## src/rtl/dice_oc_pkg.sv

```systemverilog
// Shared types and field-split helpers for the DICE operand collector.
// Optional build macro: DICE_OC_PERF_EN (bank-conflict counter).
package dice_oc_pkg;

    typedef enum logic [1:0] {
        OC_IDLE    = 2'd0,
        OC_COLLECT = 2'd1,
        OC_DONE    = 2'd2
    } oc_state_e;

    // Register number = {row, bank}: bank field sits at the LSBs.
    localparam int OC_BANK_LSB = 0;
    localparam int OC_PERF_W   = 32;

    function automatic int oc_row_lsb(input int num_bank);
        return $clog2(num_bank);
    endfunction

endpackage

```

## src/rtl/dice_oc_bank_arb.sv

```systemverilog
// Lowest-index-first grant among the pending sources mapped to one bank.
module dice_oc_bank_arb #(
    parameter int NUM_SRC = 3
) (
    input  logic [NUM_SRC-1:0] i_req,
    output logic [NUM_SRC-1:0] o_grant,
    output logic               o_any
);

    assign o_grant = i_req & (~i_req + NUM_SRC'(1));
    assign o_any   = |i_req;

endmodule

```

## src/rtl/dice_operand_collector.sv

```systemverilog
// Gathers up to NUM_SRC operands from banked register files, one read per bank per cycle.
// Optional build macro: DICE_OC_PERF_EN adds perf_conflict_cnt.
module dice_operand_collector
    import dice_oc_pkg::*;
#(
    parameter int NUM_BANK = 4,
    parameter int WIDTH    = 32,
    parameter int DEPTH    = 512,
    parameter int NUM_SRC  = 3,
    parameter int TAG_W    = 8,
    localparam int ADDR_WIDTH = $clog2(DEPTH),
    localparam int BANK_W     = oc_row_lsb(NUM_BANK),
    localparam int REG_W      = ADDR_WIDTH + BANK_W
) (
    input  logic                           clk,
    input  logic                           rst_n,
    input  logic                           req_valid,
    output logic                           req_ready,
    input  logic [TAG_W-1:0]               req_tag,
    input  logic [NUM_SRC-1:0]             req_src_en,
    input  logic [NUM_SRC*REG_W-1:0]       req_src_reg,
    output logic [NUM_BANK-1:0]            rf_rd_en,
    output logic [NUM_BANK*ADDR_WIDTH-1:0] rf_rd_addr,
    input  logic [NUM_BANK*WIDTH-1:0]      rf_rd_data,
    output logic                           out_valid,
    input  logic                           out_ready,
    output logic [TAG_W-1:0]               out_tag,
    output logic [NUM_SRC-1:0]             out_src_en,
    output logic [NUM_SRC*WIDTH-1:0]       out_data
`ifdef DICE_OC_PERF_EN
    ,
    output logic [OC_PERF_W-1:0]           perf_conflict_cnt
`endif
);

    oc_state_e                r_state;
    oc_state_e                w_state_next;
    logic [TAG_W-1:0]         r_tag;
    logic [NUM_SRC-1:0]       r_src_en;
    logic [NUM_SRC-1:0]       r_pending;
    logic [NUM_SRC-1:0]       r_capture;
    logic [NUM_SRC*REG_W-1:0] r_regs;
    logic [NUM_SRC*WIDTH-1:0] r_data;

    logic                     w_accept;
    logic                     w_collect;
    logic [NUM_SRC-1:0]       w_issue;
    logic [NUM_BANK-1:0][NUM_SRC-1:0] w_grant;
    logic [BANK_W-1:0]        w_src_bank [NUM_SRC];
    logic [ADDR_WIDTH-1:0]    w_src_row  [NUM_SRC];

    for (genvar gi = 0; gi < NUM_SRC; gi++) begin : g_src
        assign w_src_bank[gi] = r_regs[gi*REG_W + OC_BANK_LSB +: BANK_W];
        assign w_src_row[gi]  = r_regs[gi*REG_W + BANK_W +: ADDR_WIDTH];
    end

    for (genvar gi = 0; gi < NUM_BANK; gi++) begin : g_bank
        logic [NUM_SRC-1:0]    w_req;
        logic [NUM_SRC-1:0]    w_gnt;
        logic                  w_any;
        logic [ADDR_WIDTH-1:0] w_addr;

        always_comb begin
            w_req = '0;
            for (int s = 0; s < NUM_SRC; s++) begin
                w_req[s] = w_collect & r_pending[s] & (w_src_bank[s] == BANK_W'(gi));
            end
        end

        dice_oc_bank_arb #(.NUM_SRC(NUM_SRC)) u_arb (
            .i_req   (w_req),
            .o_grant (w_gnt),
            .o_any   (w_any)
        );

        // Grant is one-hot, so an AND-OR mux keeps the address 0 when idle.
        always_comb begin
            w_addr = '0;
            for (int s = 0; s < NUM_SRC; s++) begin
                if (w_gnt[s]) begin
                    w_addr = w_addr | w_src_row[s];
                end
            end
        end

        assign w_grant[gi]                              = w_gnt;
        assign rf_rd_en[gi]                             = w_any;
        assign rf_rd_addr[gi*ADDR_WIDTH +: ADDR_WIDTH]  = w_addr;
    end

    always_comb begin
        w_issue = '0;
        for (int b = 0; b < NUM_BANK; b++) begin
            w_issue = w_issue | w_grant[b];
        end
    end

    always_comb begin
        w_state_next = r_state;
        req_ready    = 1'b0;
        out_valid    = 1'b0;
        w_collect    = 1'b0;
        case (r_state)
            OC_IDLE: begin
                req_ready = 1'b1;
                if (req_valid) w_state_next = OC_COLLECT;
            end
            OC_COLLECT: begin
                w_collect = 1'b1;
                // Empty pending here means the last round is being captured now.
                if (r_pending == '0) w_state_next = OC_DONE;
            end
            OC_DONE: begin
                out_valid = 1'b1;
                if (out_ready) w_state_next = OC_IDLE;
            end
            default: w_state_next = OC_IDLE;
        endcase
    end

    assign w_accept = req_valid & req_ready;

    always_ff @(posedge clk or negedge rst_n) begin
        if (!rst_n) begin
            r_state   <= OC_IDLE;
            r_tag     <= '0;
            r_src_en  <= '0;
            r_pending <= '0;
            r_capture <= '0;
            r_regs    <= '0;
            r_data    <= '0;
        end else begin
            r_state <= w_state_next;
            if (w_accept) begin
                r_tag     <= req_tag;
                r_src_en  <= req_src_en;
                r_regs    <= req_src_reg;
                r_pending <= req_src_en;
                r_capture <= '0;
                r_data    <= '0;
            end else begin
                r_pending <= r_pending & ~w_issue;
                r_capture <= w_issue;
                for (int s = 0; s < NUM_SRC; s++) begin
                    if (r_capture[s]) begin
                        r_data[s*WIDTH +: WIDTH] <= rf_rd_data[int'(w_src_bank[s])*WIDTH +: WIDTH];
                    end
                end
            end
        end
    end

    assign out_tag    = r_tag;
    assign out_src_en = r_src_en;
    assign out_data   = r_data;

`ifdef DICE_OC_PERF_EN
    logic [OC_PERF_W-1:0] r_perf_cnt;
    logic                 w_conflict;

    assign w_conflict = w_collect && ((r_pending & ~w_issue) != '0);

    always_ff @(posedge clk or negedge rst_n) begin
        if (!rst_n) begin
            r_perf_cnt <= '0;
        end else if (w_conflict && (r_perf_cnt != '1)) begin
            r_perf_cnt <= r_perf_cnt + OC_PERF_W'(1);
        end
    end

    assign perf_conflict_cnt = r_perf_cnt;
`else
    // Default build carries no conflict accounting.
`endif

endmodule

```

## config.mk

```make
export PLATFORM = sky130hd
export DESIGN_NAME = dice_operand_collector
export DESIGN_NICKNAME = d
export VERILOG_FILES = /design/src/rtl/dice_oc_pkg.sv /design/src/rtl/dice_oc_bank_arb.sv /design/src/rtl/dice_operand_collector.sv
export SDC_FILE = /design/constraint.sdc
export NUM_CORES = 1
export LEC_CHECK = 0
export ABC_CLOCK_PERIOD_IN_PS = 4800
export BUFFER_PORTS_ARGS = -buffer_cell sky130_fd_sc_hd__buf_4
export CAP_MARGIN = 5
export CORE_ASPECT_RATIO = 1.75
export CORE_MARGIN = 3
export CORE_UTILIZATION = 55
export DETAILED_ROUTE_END_ITERATION = 10
export PLACE_DENSITY = 0.95
export SETUP_SLACK_MARGIN = 0.1
export SLEW_MARGIN = 20
export SYNTH_ARGS = -nofsm -noshare
export SYNTH_HDL_FRONTEND = slang
export SYNTH_SLANG_ARGS = --single-unit
```

## constraint.sdc

```tcl
create_clock -name clk -period 4.8 [get_ports clk]
set_input_delay 0.96 -clock clk [delete_from_list [all_inputs] [get_ports clk]]
set_output_delay 0.96 -clock clk [all_outputs]
set_load 0.1 [all_outputs]
```

=== Word level (Yosys, flattened, before mapping) ===
Cells that the tools add are included.

* Bits in registers: 148
* Input port bits: 176
* Word-level logic and storage cells: 105

* $add $sub $neg: 4
* Equal/unequal tests: 14
* Shift operators: 3
* Mux-type cells: 25
* Bitwise logic cells: 37
* Reductions and logical operators: 13

{| class="wikitable"
|+ Operator list
! cell !! number
|-
| 128-bit by 8-bit variable part select with 32-bit output || 3
|-
| 9-bit two-way mux || 12
|-
| 32-bit two-way mux || 3
|-
| 96-bit two-way mux || 1
|-
| 9-bit OR || 8
|-
| 1-bit bitwise AND || 16
|-
| 3-bit bitwise AND || 5
|-
| 3-bit inverter || 5
|-
| 2-bit equality test (second input constant) || 7
|-
| 3-bit by 1-bit adder with 3-bit output (second input constant) || 4
|-
| 3-bit OR reduction || 4
|-
| 3-bit OR || 3
|-
| 2-bit by 1-bit equality test with 1-bit output (second input constant) || 4
|-
| 2-bit zero test || 4
|-
| 2-bit two-way mux || 3
|-
| 3-bit two-way mux || 2
|-
| 2-bit != test (second input constant) || 3
|-
| 2-bit one-hot mux with 3 select lines || 1
|-
| 2-bit nonzero test || 3
|-
| 3-bit zero test || 1
|-
| 1-bit two-way mux || 3
|-
| 3-bit AND reduction || 1
|}

=== Depth between registers and ports, before layout ===
Gate-level depths: netlist of run 1.

* Depth after elaboration: 13
* Mapped depth: 8
* Depth with buffers taken out: 4

=== Hierarchy ===
A second synthesis of run 1 with hierarchy kept.

* Cells, all modules: 903
* Area total of the unflattened synthesis: 9985.8 um^2

{| class="wikitable"
|+ By module, submodules not included
! module !! instances !! cells each !! area each (um^2) !! seq. area each (um^2)
|-
| dice_operand_collector || 1 || 887 || 9875.7 || 3703.6
|-
| dice_oc_bank_arb || 4 || 4 || 27.5 || 0.0
|}

=== Worst setup path before layout of run 1 ===
No wires, ideal clock.

* Path kind: reg2out
* From: reg r_regs[12]
* To: out rf_rd_addr[0]
* Arrival: 3.434 ns
* Required time: 3.840 ns
* Path slack: 0.406 ns
* Cell stages (with the launch flop): 7
* Path buffers: 2
* Cell sequence: dfrtp_1 > buf_2 > nor3b_4 > and2_1 > buf_2 > a22oi_1 > o21ai_0

* Cells in the longest elaborated chain, start to end: 8

{| class="wikitable"
|+ Ends and longest elaborated chain
! item !! line !! source
|-
| start, declared || dice_operand_collector.sv:42 || <nowiki>logic [NUM_SRC*REG_W-1:0] r_regs;</nowiki>
|-
| start signal, assigned || dice_operand_collector.sv:137 || <nowiki>r_regs <= req_src_reg;</nowiki>
|-
| 2-bit zero test (*) || dice_operand_collector.sv:66 || <nowiki>w_req[s] = w_collect & r_pending[s] & (w_src_bank[s] == BANK_W'(gi));</nowiki>
|-
| 1-bit bitwise AND (*) || dice_operand_collector.sv:66 ||
|-
| 3-bit inverter || dice_oc_bank_arb.sv:10 || <nowiki>assign o_grant = i_req & (~i_req + NUM_SRC'(1));</nowiki>
|-
| 3-bit by 1-bit adder with 3-bit output || dice_oc_bank_arb.sv:10 ||
|-
| 3-bit bitwise AND (*) || dice_oc_bank_arb.sv:10 ||
|-
| 9-bit two-way mux || dice_operand_collector.sv:80 || <nowiki>if (w_gnt[s]) begin</nowiki>
|-
| 9-bit OR || dice_operand_collector.sv:81 || <nowiki>w_addr = w_addr | w_src_row[s];</nowiki>
|-
| 9-bit two-way mux (*) || dice_operand_collector.sv:80 ||
|-
| end, declared || dice_operand_collector.sv:23 || <nowiki>output logic [NUM_BANK*ADDR_WIDTH-1:0] rf_rd_addr,</nowiki>
|}

Mark *: on every way between the ends. The rest lies on a longest branch, timed or not.

=== Final worst setup path of run 1 ===
* From: reg r_regs[12]
* To: out rf_rd_addr[4]

Same word-level chain as after synthesis.

==> results of run 1 <==
[worst max-delay path, delay by kind of cell, from the launching register on]
kind	cells	cell delay, ns
AO/OA/AOI/OAI	3	1.14
flip-flops	1	1.05
buffers and inverters	1	0.37
AND/OR/NAND/NOR	1	0.16
[flip-flops by register name, indices dropped and copies added (netlist names)]
register	cells
r_state	2
out_tag	8
out_data	96
out_src_en	3
r_regs	33
r_pending	3
r_capture	3
[per-stage QoR]
stage / area (um2) / setup WS (ns)
6_report: 12180 / 0.7026
3_3_place_gp: 11610 / 1.197
4_1_cts: 12180 / 0.7089
3_5_place_dp: 11610 / 1.168
2_1_floorplan: 9139 / 0.4060
5_1_grt: 12180 / 0.5882
[cell usage after synthesis (2+ instances only)]
library cell / number / area [um2]
sky130_fd_sc_hd__a2111oi_4: 2 / 55.05
sky130_fd_sc_hd__or2_2: 2 / 12.51
sky130_fd_sc_hd__a21oi_1: 19 / 95.09
sky130_fd_sc_hd__nand2_1: 158 / 593.1
sky130_fd_sc_hd__or3_1: 3 / 18.77
sky130_fd_sc_hd__nand2b_1: 2 / 12.51
sky130_fd_sc_hd__nor2_1: 121 / 454.2
sky130_fd_sc_hd__nor2b_1: 2 / 12.51
sky130_fd_sc_hd__nor3_1: 2 / 10.01
sky130_fd_sc_hd__clkbuf_1: 19 / 71.32
sky130_fd_sc_hd__o21ai_1: 4 / 20.02
sky130_fd_sc_hd__inv_1: 4 / 15.01
sky130_fd_sc_hd__o21ai_0: 17 / 85.08
sky130_fd_sc_hd__and2_1: 3 / 18.77
sky130_fd_sc_hd__a22oi_1: 36 / 270.3
sky130_fd_sc_hd__o2bb2ai_1: 2 / 17.52
sky130_fd_sc_hd__buf_2: 33 / 165.2
sky130_fd_sc_hd__dfrtp_1: 148 / 3704
sky130_fd_sc_hd__buf_1: 11 / 41.29
sky130_fd_sc_hd__buf_4: 9 / 67.56
sky130_fd_sc_hd__mux2i_1: 96 / 960.9
sky130_fd_sc_hd__a211oi_2: 2 / 25.02
sky130_fd_sc_hd__mux4_2: 96 / 2162
[per-layer routing]
layer,vias to the layer above,GRT usage [%],part of all wire [%]
met4,0,19.88,6.4
met1,4018,38.30,32
li1,3507,-,-
met2,554,58.25,53
met3,138,7.315,9.0
met5,-,0,0
[cell families after synthesis]
| group | count (synthesis) | share of synthesized area, % |
|---|---|---|
| DFF | 148 | 40.53 |
| muxes | 192 | 34.17 |
| buffers and inverters | 77 | 4.066 |
| AOI/OAI and AO/OA | 88 | 6.900 |
| and+or+nand+nor | 308 | 14.33 |
[cell type report]
cell class	instances	area (um2)	share of cell area, %
tap	220	275.3	2.260
multi-input combinational	588	5070	41.63
sequential	148	3717	30.52
timing repair buffer	335	2531	20.78
inverter	4	15.01	0.1233
clock buffer	18	429.2	3.524
clock inverter	14	141.4	1.161
[path summary, 6_finish.rpt]
check	end	slack, ns	cells past startpoint
min in group asynchronous	out_data[24]$_DFFE_PN0P_	0.54	1
worst min register to register	out_tag[3]$_DFFE_PN0P_	0.48	2
worst max register to register	r_capture[2]$_DFF_PN0_	2.15	4
worst min-delay path	out_tag[3]$_DFFE_PN0P_	0.48	2
max in group asynchronous	out_data[8]$_DFFE_PN0P_	3.40	2
worst max-delay path	rf_rd_addr[4]	0.70	5
==> metrics.sh, run 1 <==
DRV_SLEW=0
STD_CELL_ROWS=61
DRT_FIRST_PASS_ITERS=5
MOST_COMMON_LIBRARY_CELL_IN_THE_LAYOUT_IGNORING_FILL_AND_TAPS='sky130_fd_sc_hd__buf_4'
FINAL_CELLS=1327
DETAIL_ROUTE.ITER0.VIOLATIONS=492
MAX-CLOCK-PATH-BUFFERS=2
GRT_PASS1_VIAS=8632
TIGHTESTPINTRANSITION_NS=1.159
WORST_R2R_STARTPOINT='r_state[0]$_DFFE_PN0P_'
WORST_CLOCK_SKEW_NS=0.01292
COMMONEST_REGISTER_CELL_AFTER_SYNTHESIS='sky130_fd_sc_hd__dfrtp_1'
DIE_W_UM=103.4
YOSYSUNIQUECELLTYPES=45
SYN_AREA_UM2=9139
DRT.ANTENNA.VIOLATING_NETS=0
HOLD_BUFFERS=0
GRT_REMAINING_OVERFLOW=0
PATH_MAX_FANOUT=37
TRITONCTS='yes'
ROUTED_WIRE_LENGTH_PER_INSTANCE_UM=23.25
FINAL-HOLD-VIOLATION-COUNT=0
TIMING.CRITICAL_PATH.CELLS='nor3b_4, a2111oi_4, a22oi_1, o21ai_0, buf_4'
MAX_CAP_VIOLS=0
FLOORPLAN.IO_PINS=325
SYN_TO_FINAL_GROWTH_PCT=33.27
H-TREE-DEPTH=4
SYNTH_SEQUENTIAL_AREA_RATIO_PCT=40.53
DETAIL_ROUTE.WIRELENGTH_UM=30850
FIN_HOLD_WS_NS=0.4798
DIE_H_UM=176.5
MOST-COMMON-LAYOUT-CELLS='sky130_fd_sc_hd__buf_4, sky130_fd_sc_hd__nand2_1, sky130_fd_sc_hd__dfrtp_1'
NUMBER_OF_DESIGN_RULE_VIOLATIONS_LEFT_AFTER_DETAIL_ROUTING=0
DETAILED_PLACE_HPWL_UM=21990
NFILLCELLS=1000
NUMPLACEDINSTANCES=1295
GRT_FIRST_PASS_WIRELENGTH_UM=46660
FINALSETUPTNS_NS=0
YS_ASYNC_SR_FRACTION_PCT=100.0
CLK_TRANSITION_REPORTED_PATHS_NS=0.07
DESIGN.DIE.AREA_UM2=18260
POST-ROUTE-MIN-PERIOD_NS=4.097
CLOCK_INSERTION_DELAY_WORST_SKEW_NS=0.42
ANTENNA_FOUND_INITIAL=0
ANTENNA_DIODE_COUNT=0
MAXCLOCKFREQUENCY_MHz=244.1
NUMPORTBUFFERS=324
NUMBER_OF_FLOPS_MAPPED_TO_ENABLE_CELLS_BY_YOSYS=0
SYNTH_AREA_PER_CELL_UM2=11.24
CRITICAL_PATH.SLOWEST_CELL='sky130_fd_sc_hd__dfrtp_2'
TRITONCTS_NUM_SINKS=148
SLEW_HEADROOM_PCT=22.72
GRT_START_MAX_NET_PINS=82
CTS_MADE_BUFFERS=17
WORSTPATHREQUIRED_NS=3.84
LAYOUT_WORST_PATH_CYCLE_SHARE_PCT=85.36
CTS_RESIZED=0
DESIGN.CORE.AREA_UM2=16100
FINAL_UTIL_PCT=75.63
SETUP_REPAIR_AFTER_GLOBAL_ROUTING_MISSED_ITS_MARGIN='no'
SYN-INSTANCE-COUNT=813
GRT_UTIL_ALL_LAYERS_PCT=34.15
SETUP_VIOL=0
STATUS='finished, final reports clean'
CRIT_PATH_MAX_INCR_DELAY_NS=1.05
SYNTH.FF_LATCH_COUNT=148
CLOCK_TREE.ROOT_CELL='sky130_fd_sc_hd__clkbuf_16'
SETUP.WORST_PATH.START_CLASS='register'
VIASPERCELL=6.192
POST-CTS-SETUP-BUFFER-COUNT=0
CRIT_PATH_END_KIND='output pin'
CRIT_START='r_regs[12]$_DFFE_PN0P_'
VIA_COUNT=8217
DRIVE_ABOVE_1_SHARE_PCT=43.99
NETS=1270
WORSTHOLDPATHTYPE='reg -> reg'
CRIT_PATH_ARRIVAL_TIME_NS=3.14
HOLD_PATH_START='out_tag[3]$_DFFE_PN0P_'
YOSYSWARNINGCOUNT=0
PLACE_CONGESTION=0.9469
CRIT_TYPE='reg -> out'
POSTSYNTHNETCOUNT=989
FLOORPLAN.INITIALDENSITY_PCT=56.75
Power of run 1 is left out: the tool's default activity adds up to more than one toggle a clock period on the data nets, which glitch-free logic cannot reach.
==> run 2, diff against run 1 <==
==> constraint.sdc (replaced) <==
create_clock -name clk -period 4.8 [get_ports clk]
set_input_delay 0.48 -clock clk [delete_from_list [all_inputs] [get_ports clk]]
set_output_delay 0.48 -clock clk [all_outputs]
set_load 0.1 [all_outputs]
==> metrics.sh, run 2 (synthesized netlist as in run 1, its figures left out) <==
SETUP_REPAIR_AFTER_GLOBAL_ROUTING_MISSED_ITS_MARGIN='no'
MOST-COMMON-LAYOUT-CELLS='sky130_fd_sc_hd__buf_4, sky130_fd_sc_hd__nand2_1, sky130_fd_sc_hd__dfrtp_1'
NUMBER_OF_DESIGN_RULE_VIOLATIONS_LEFT_AFTER_DETAIL_ROUTING=0
DETAILED_PLACE_HPWL_UM=22290
STATUS='finished, final reports clean'
WORST_R2R_ENDPOINT='r_capture[2]$_DFF_PN0_'
GRT_PASS1_VIAS=8670
NFILLCELLS=1025
GRT_FIRST_PASS_WIRELENGTH_UM=47420
PLACE_CONGESTION=0.9903
CLOCK_INSERTION_DELAY_WORST_SKEW_NS=0.41
WORST_R2R_STARTPOINT='r_state[0]$_DFFE_PN0P_'
DETAIL_ROUTE.WIRELENGTH_UM=31260
VIA_COUNT=8253
WORSTPATHREQUIRED_NS=4.32
MOST_COMMON_LIBRARY_CELL_IN_THE_LAYOUT_IGNORING_FILL_AND_TAPS='sky130_fd_sc_hd__buf_4'
STD_CELL_ROWS=61
ANTENNA_DIODE_COUNT=0
MAX_CAP_VIOLS=0
DIE_W_UM=103.4
CLK_TRANSITION_REPORTED_PATHS_NS=0.07
TIGHTESTPINTRANSITION_NS=1.164
ROUTED_WIRE_LENGTH_PER_INSTANCE_UM=23.57
DESIGN.DIE.AREA_UM2=18260
CRIT_PATH_END_KIND='output pin'
WORSTHOLDPATHTYPE='in -> async'
DESIGN.CORE.AREA_UM2=16100
LARGEST_REGISTER_FF_COUNT=96
POST-ROUTE-MIN-PERIOD_NS=3.655
AREA.SEQUENTIAL_UM2=3715
GRT_UTIL_ALL_LAYERS_PCT=34.48
REG2REGPATHDEPTH=4
FINALSETUPTNS_NS=0
DETAIL_ROUTE.ITER0.VIOLATIONS=399
DRV_SLEW=0
TRITONCTS_NUM_SINKS=148
FLOORPLAN.INITIALDENSITY_PCT=56.75
DIE_H_UM=176.5
POST-CTS-SETUP-BUFFER-COUNT=0
CTS_MADE_BUFFERS=17
H-TREE-DEPTH=4
REGTOREGSETUPSLACK_NS=2.03
SETUP.WORST_PATH.START_CLASS='register'
VIASPERCELL=6.224
GRT_REMAINING_OVERFLOW=0
NETS=1269
SLEW_HEADROOM_PCT=22.39
FOOTPRINT_OF_THE_MULTI_INPUT_GATES_UM2=5072
CTS_RESIZED=0
SETUP_VIOL=0
MAXCLOCKFREQUENCY_MHz=273.6
HOLD_BUFFERS=0
NUMPORTBUFFERS=324
TRITONCTS='yes'
DRT_FIRST_PASS_ITERS=6
GRT_START_MAX_NET_PINS=88
CRIT_PATH_ARRIVAL_TIME_NS=3.18
DRT.ANTENNA.VIOLATING_NETS=0
FLOORPLAN.IO_PINS=325
WORST_CLOCK_SKEW_NS=0.01257
CRIT_TYPE='reg -> out'
DRIVE_ABOVE_1_SHARE_PCT=44.03
ANTENNA_FOUND_INITIAL=0
SYN_TO_FINAL_GROWTH_PCT=33.06
FINAL-HOLD-VIOLATION-COUNT=0
MAX-CLOCK-PATH-BUFFERS=2
TIMING.CRITICAL_PATH.TO='rf_rd_addr[4]'
CLOCK_TREE.ROOT_CELL='sky130_fd_sc_hd__clkbuf_16'
CRIT_START='r_regs[12]$_DFFE_PN0P_'
LAYOUT_WORST_PATH_CYCLE_SHARE_PCT=76.16
PATH_MAX_FANOUT=37
run 2: changes by cell type in the layout (fill, tap and decap cells not counted), sizes merged:
cell and change:
clkinvlp -1, clkinv +1, buf -1
run 2: per-stage QoR:
stage | utilization (%) | setup slack [ns] | hold slack (ns) | std cells | instance area, um2
final | 75.51 | 1.145 | 0.1265 | 1326 | 12160
after global placement | 71.94 | 1.653 | 0.4590 | 1294 | 11590
after detailed placement | 71.94 | 1.583 | 0.4643 | 1294 | 11590
after floorplan | - | 0.8860 | 0.1844 | 813 | 9139
after CTS | 75.50 | 1.137 | 0.1392 | 1326 | 12160
after global routing | 75.51 | 1.014 | 0.1641 | 1326 | 12160
run 2: critical path: stages (launching register included):
cell                        delay (ns)
sky130_fd_sc_hd__dfrtp_2          1.10
sky130_fd_sc_hd__nor3b_4          0.16
sky130_fd_sc_hd__a2111oi_4        0.62
sky130_fd_sc_hd__a22oi_1          0.13
sky130_fd_sc_hd__o21ai_0          0.38
sky130_fd_sc_hd__buf_4            0.37
run 2: area by class of cell:
cell class	instances	share of cell area (%)
multi-input combinational	588	41.71
tap	220	2.264
clock inverter	14	1.173
timing repair buffer	334	20.65
sequential	148	30.55
inverter	4	0.1235
clock buffer	18	3.529
run 2: how the worst min path moves through the flow:
stage	startpoint	to	slack [ns]	cells after the start
after floorplan	rst_n	out_data[0]$_DFFE_PN0P_	0.18	0
after global placement	out_tag[3]$_DFFE_PN0P_	out_tag[3]$_DFFE_PN0P_	0.46	2
after detailed placement	out_tag[3]$_DFFE_PN0P_	out_tag[3]$_DFFE_PN0P_	0.46	2
after CTS	rst_n	out_tag[5]$_DFFE_PN0P_	0.14	1
after global routing	rst_n	out_tag[5]$_DFFE_PN0P_	0.16	1
final	rst_n	out_data[56]$_DFFE_PN0P_	0.13	1
run 2: metal layers:
metal  GRT usage [%]  up-vias  wire [um]  part of all wire (%)
met2           58.41      585      16240                    52
met4           21.93        0       2139                   6.8
met3           7.711      153       2858                   9.1
li1                -     3515          -                     -
met1           37.90     4000      10020                    32
met5               0        -          0                     0
Power of run 2 is left out for the same reason.
==> run 3, diff against run 2 <==
Settings changed: ABC_AREA set to 1, ABC_CLOCK_PERIOD_IN_PS 4800 to 3100, CORE_UTILIZATION 55 to 46, PLACE_DENSITY 0.95 to 0.86.
Clock period 4.8 ns to 3.1 ns, I/O delays scaled along.
==> metrics.sh, run 3 <==
NUMPORTBUFFERS=324
FINAL_UTIL_PCT=64.06
PATH_MAX_FANOUT=13
H-TREE-DEPTH=4
NUMBER_OF_FLOPS_MAPPED_TO_ENABLE_CELLS_BY_YOSYS=0
SYN_TO_FINAL_GROWTH_PCT=35.90
CRITICAL_PATH.N_BUFFERS_INVERTERS=2
SYN_AREA_UM2=8836
TRITONCTS_NUM_SINKS=148
CLOCK_INSERTION_DELAY_WORST_SKEW_NS=0.43
DETAIL_ROUTE.ITER0.VIOLATIONS=1402
WORSTPATHREQUIRED_NS=2.79
DETAIL_ROUTE.WIRELENGTH_UM=37090
YOSYSUNIQUECELLTYPES=21
DIE_W_UM=110.8
FLOORPLAN.INITIALDENSITY_PCT=47.14
TIMING.CRITICAL_PATH.CELLS='inv_1, nand2_1, nor2_2, nand2_1, nand3_2, o211ai_1, buf_4'
TIGHTESTPINTRANSITION_NS=1.025
ANTENNA_FOUND_INITIAL=0
POST-ROUTE-MIN-PERIOD_NS=2.799
ANTENNA_DIODE_COUNT=0
GRT_START_MAX_NET_PINS=71
DESIGN.DIE.AREA_UM2=20970
CP_COMMON_CELL='sky130_fd_sc_hd__nand2_1'
LARGEST_REGISTER_FF_COUNT=96
SETUP_REPAIR_AFTER_GLOBAL_ROUTING_MISSED_ITS_MARGIN='no'
CRITICAL_PATH.SLOWEST_CELL='sky130_fd_sc_hd__dfrtp_1'
VIA_COUNT=11020
VIASPERCELL=5.910
LAYOUT_WORST_PATH_CYCLE_SHARE_PCT=90.29
CRIT_TYPE='reg -> out'
HOLD_BUFFERS=1
SYNTHMOSTINSTANTIATEDCELL='sky130_fd_sc_hd__nand2_1'
SLEW_HEADROOM_PCT=31.54
SETUP.WORST_PATH.START_CLASS='register'
WORSTHOLDPATHTYPE='in -> reg'
TRITONCTS='yes'
NETS=1790
CTS_MADE_BUFFERS=17
CLOCK_TREE.ROOT_CELL='sky130_fd_sc_hd__clkbuf_16'
MAXCLOCKFREQUENCY_MHz=357.3
MOST-COMMON-LAYOUT-CELLS='sky130_fd_sc_hd__nand2_1, sky130_fd_sc_hd__buf_4, sky130_fd_sc_hd__dfrtp_1'
DRT_FIRST_PASS_ITERS=6
FLOORPLAN.IO_PINS=325
WORST_CLOCK_SKEW_NS=0.01287
MOST_COMMON_LIBRARY_CELL_IN_THE_LAYOUT_IGNORING_FILL_AND_TAPS='sky130_fd_sc_hd__nand2_1'
ROUTED_WIRE_LENGTH_PER_INSTANCE_UM=19.89
NETLIST.AREA_LEADER.SHARE_PCT=41.91
DRV_SLEW=0
FINAL-HOLD-VIOLATION-COUNT=0
GRT_PASS1_VIAS=11070
DESIGN.CORE.AREA_UM2=18750
MAX-CLOCK-PATH-BUFFERS=2
SYNTH_SEQUENTIAL_AREA_RATIO_PCT=41.91
SYNTHTOPCELLSBYAREA='sky130_fd_sc_hd__dfrtp_1, sky130_fd_sc_hd__nand2_1, sky130_fd_sc_hd__nand4_1'
GRT_REMAINING_OVERFLOW=0
MAX_CAP_VIOLS=0
STATUS='finished, final reports clean'
COMMONEST_REGISTER_CELL_AFTER_SYNTHESIS='sky130_fd_sc_hd__dfrtp_1'
FINALSETUPTNS_NS=0
SYNTH.LARGEST_AREA_CELL='sky130_fd_sc_hd__dfrtp_1'
CRIT_PATH_ARRIVAL_TIME_NS=2.49
DETAILED_PLACE_HPWL_UM=24900
GRT_UTIL_ALL_LAYERS_PCT=34.28
DRT.ANTENNA.VIOLATING_NETS=0
CRIT_PATH_END_KIND='output pin'
STD_CELL_ROWS=66
SETUP_VIOL=0
SYNTH_AREA_PER_CELL_UM2=6.644
GRT_FIRST_PASS_WIRELENGTH_UM=57220
SYNTH.CELLS.MOST_FREQUENT='sky130_fd_sc_hd__nand2_1, sky130_fd_sc_hd__dfrtp_1, sky130_fd_sc_hd__nand3_1'
CLK_TRANSITION_REPORTED_PATHS_NS=0.07
DRIVE_ABOVE_1_SHARE_PCT=24.40
CRITICAL_PATH.TOP_DELAY_FAMILY='simple AND/OR/NAND/NOR gates'
SYNTH.FF_LATCH_COUNT=148
CTS_RESIZED=0
PLACE_CONGESTION=0.9753
SYN-INSTANCE-COUNT=1330
CRIT_PATH_MAX_INCR_DELAY_NS=0.42
NUMBER_OF_DESIGN_RULE_VIOLATIONS_LEFT_AFTER_DETAIL_ROUTING=0
POSTSYNTHNETCOUNT=1506
POST-CTS-SETUP-BUFFER-COUNT=0
DIE_H_UM=189.3
YS_ASYNC_SR_FRACTION_PCT=100.0
YOSYSWARNINGCOUNT=0
run 3: path summary, 6_finish.rpt:
path	endpoint	slack (ns)	startpoint	cells after the start
max in group asynchronous	out_data[89]$_DFFE_PN0P_	1.81	rst_n	3
setup / recovery	rf_rd_addr[23]	0.30	r_state[1]$_DFFE_PN0P_	7
hold reg to reg	out_tag[6]$_DFFE_PN0P_	0.49	out_tag[6]$_DFFE_PN0P_	2
hold / removal	r_regs[6]$_DFFE_PN0P_	0.07	req_src_reg[6]	3
min in group asynchronous	out_data[10]$_DFFE_PN0P_	0.41	rst_n	2
setup reg to reg	out_data[10]$_DFFE_PN0P_	1.07	r_state[0]$_DFFE_PN0P_	6
run 3: worst min-delay path: stages:
cell,delay [ns]
sky130_fd_sc_hd__buf_4,0.08
sky130_fd_sc_hd__nand2_1,0.04
sky130_fd_sc_hd__nand2_1,0.04
run 3: layout make-up:
class | instances | area, um2
fillers | 1652 | 6738
multi-input cells | 1060 | 4658
flip-flops and latches | 148 | 3704
repair buffers | 345 | 2609
clock buffers | 18 | 439.2
well taps | 238 | 297.8
inverters | 42 | 157.7
clock inverters | 14 | 142.6
run 3: per-layer routing:
metal / up-vias / track usage, % / wire, um
met5: - / 0 / 0
met3: 261 / 8.475 / 4154
met2: 884 / 56.97 / 17690
met4: 0 / 25.84 / 3041
met1: 4991 / 37.55 / 12200
li1: 4887 / - / -
run 3: cell families (layout without fill, tap and decap cells):
family	count (synthesis)	after routing	share of synthesized area (%)
buffers and inverters	122	419	5.933
AOI/OAI and AO/OA	53	53	4.078
and+or+nand+nor	1007	1007	48.07
DFF	148	148	41.91
run 3: through the flow:
stage / cell area, um2 / hold slack [ns] / setup slack, ns / std cells
floorplan: 8836 / 0.01441 / 0.3490 / 1330
global placement: 11420 / 0.3258 / 0.8957 / 1832
detailed placement: 11420 / 0.3280 / 0.8240 / 1832
CTS: 12010 / 0.05793 / 0.3431 / 1865
global route: 12010 / 0.07099 / 0.2060 / 1865
finish: 12010 / 0.07088 / 0.3009 / 1865
Power of run 3 is left out for the same reason.
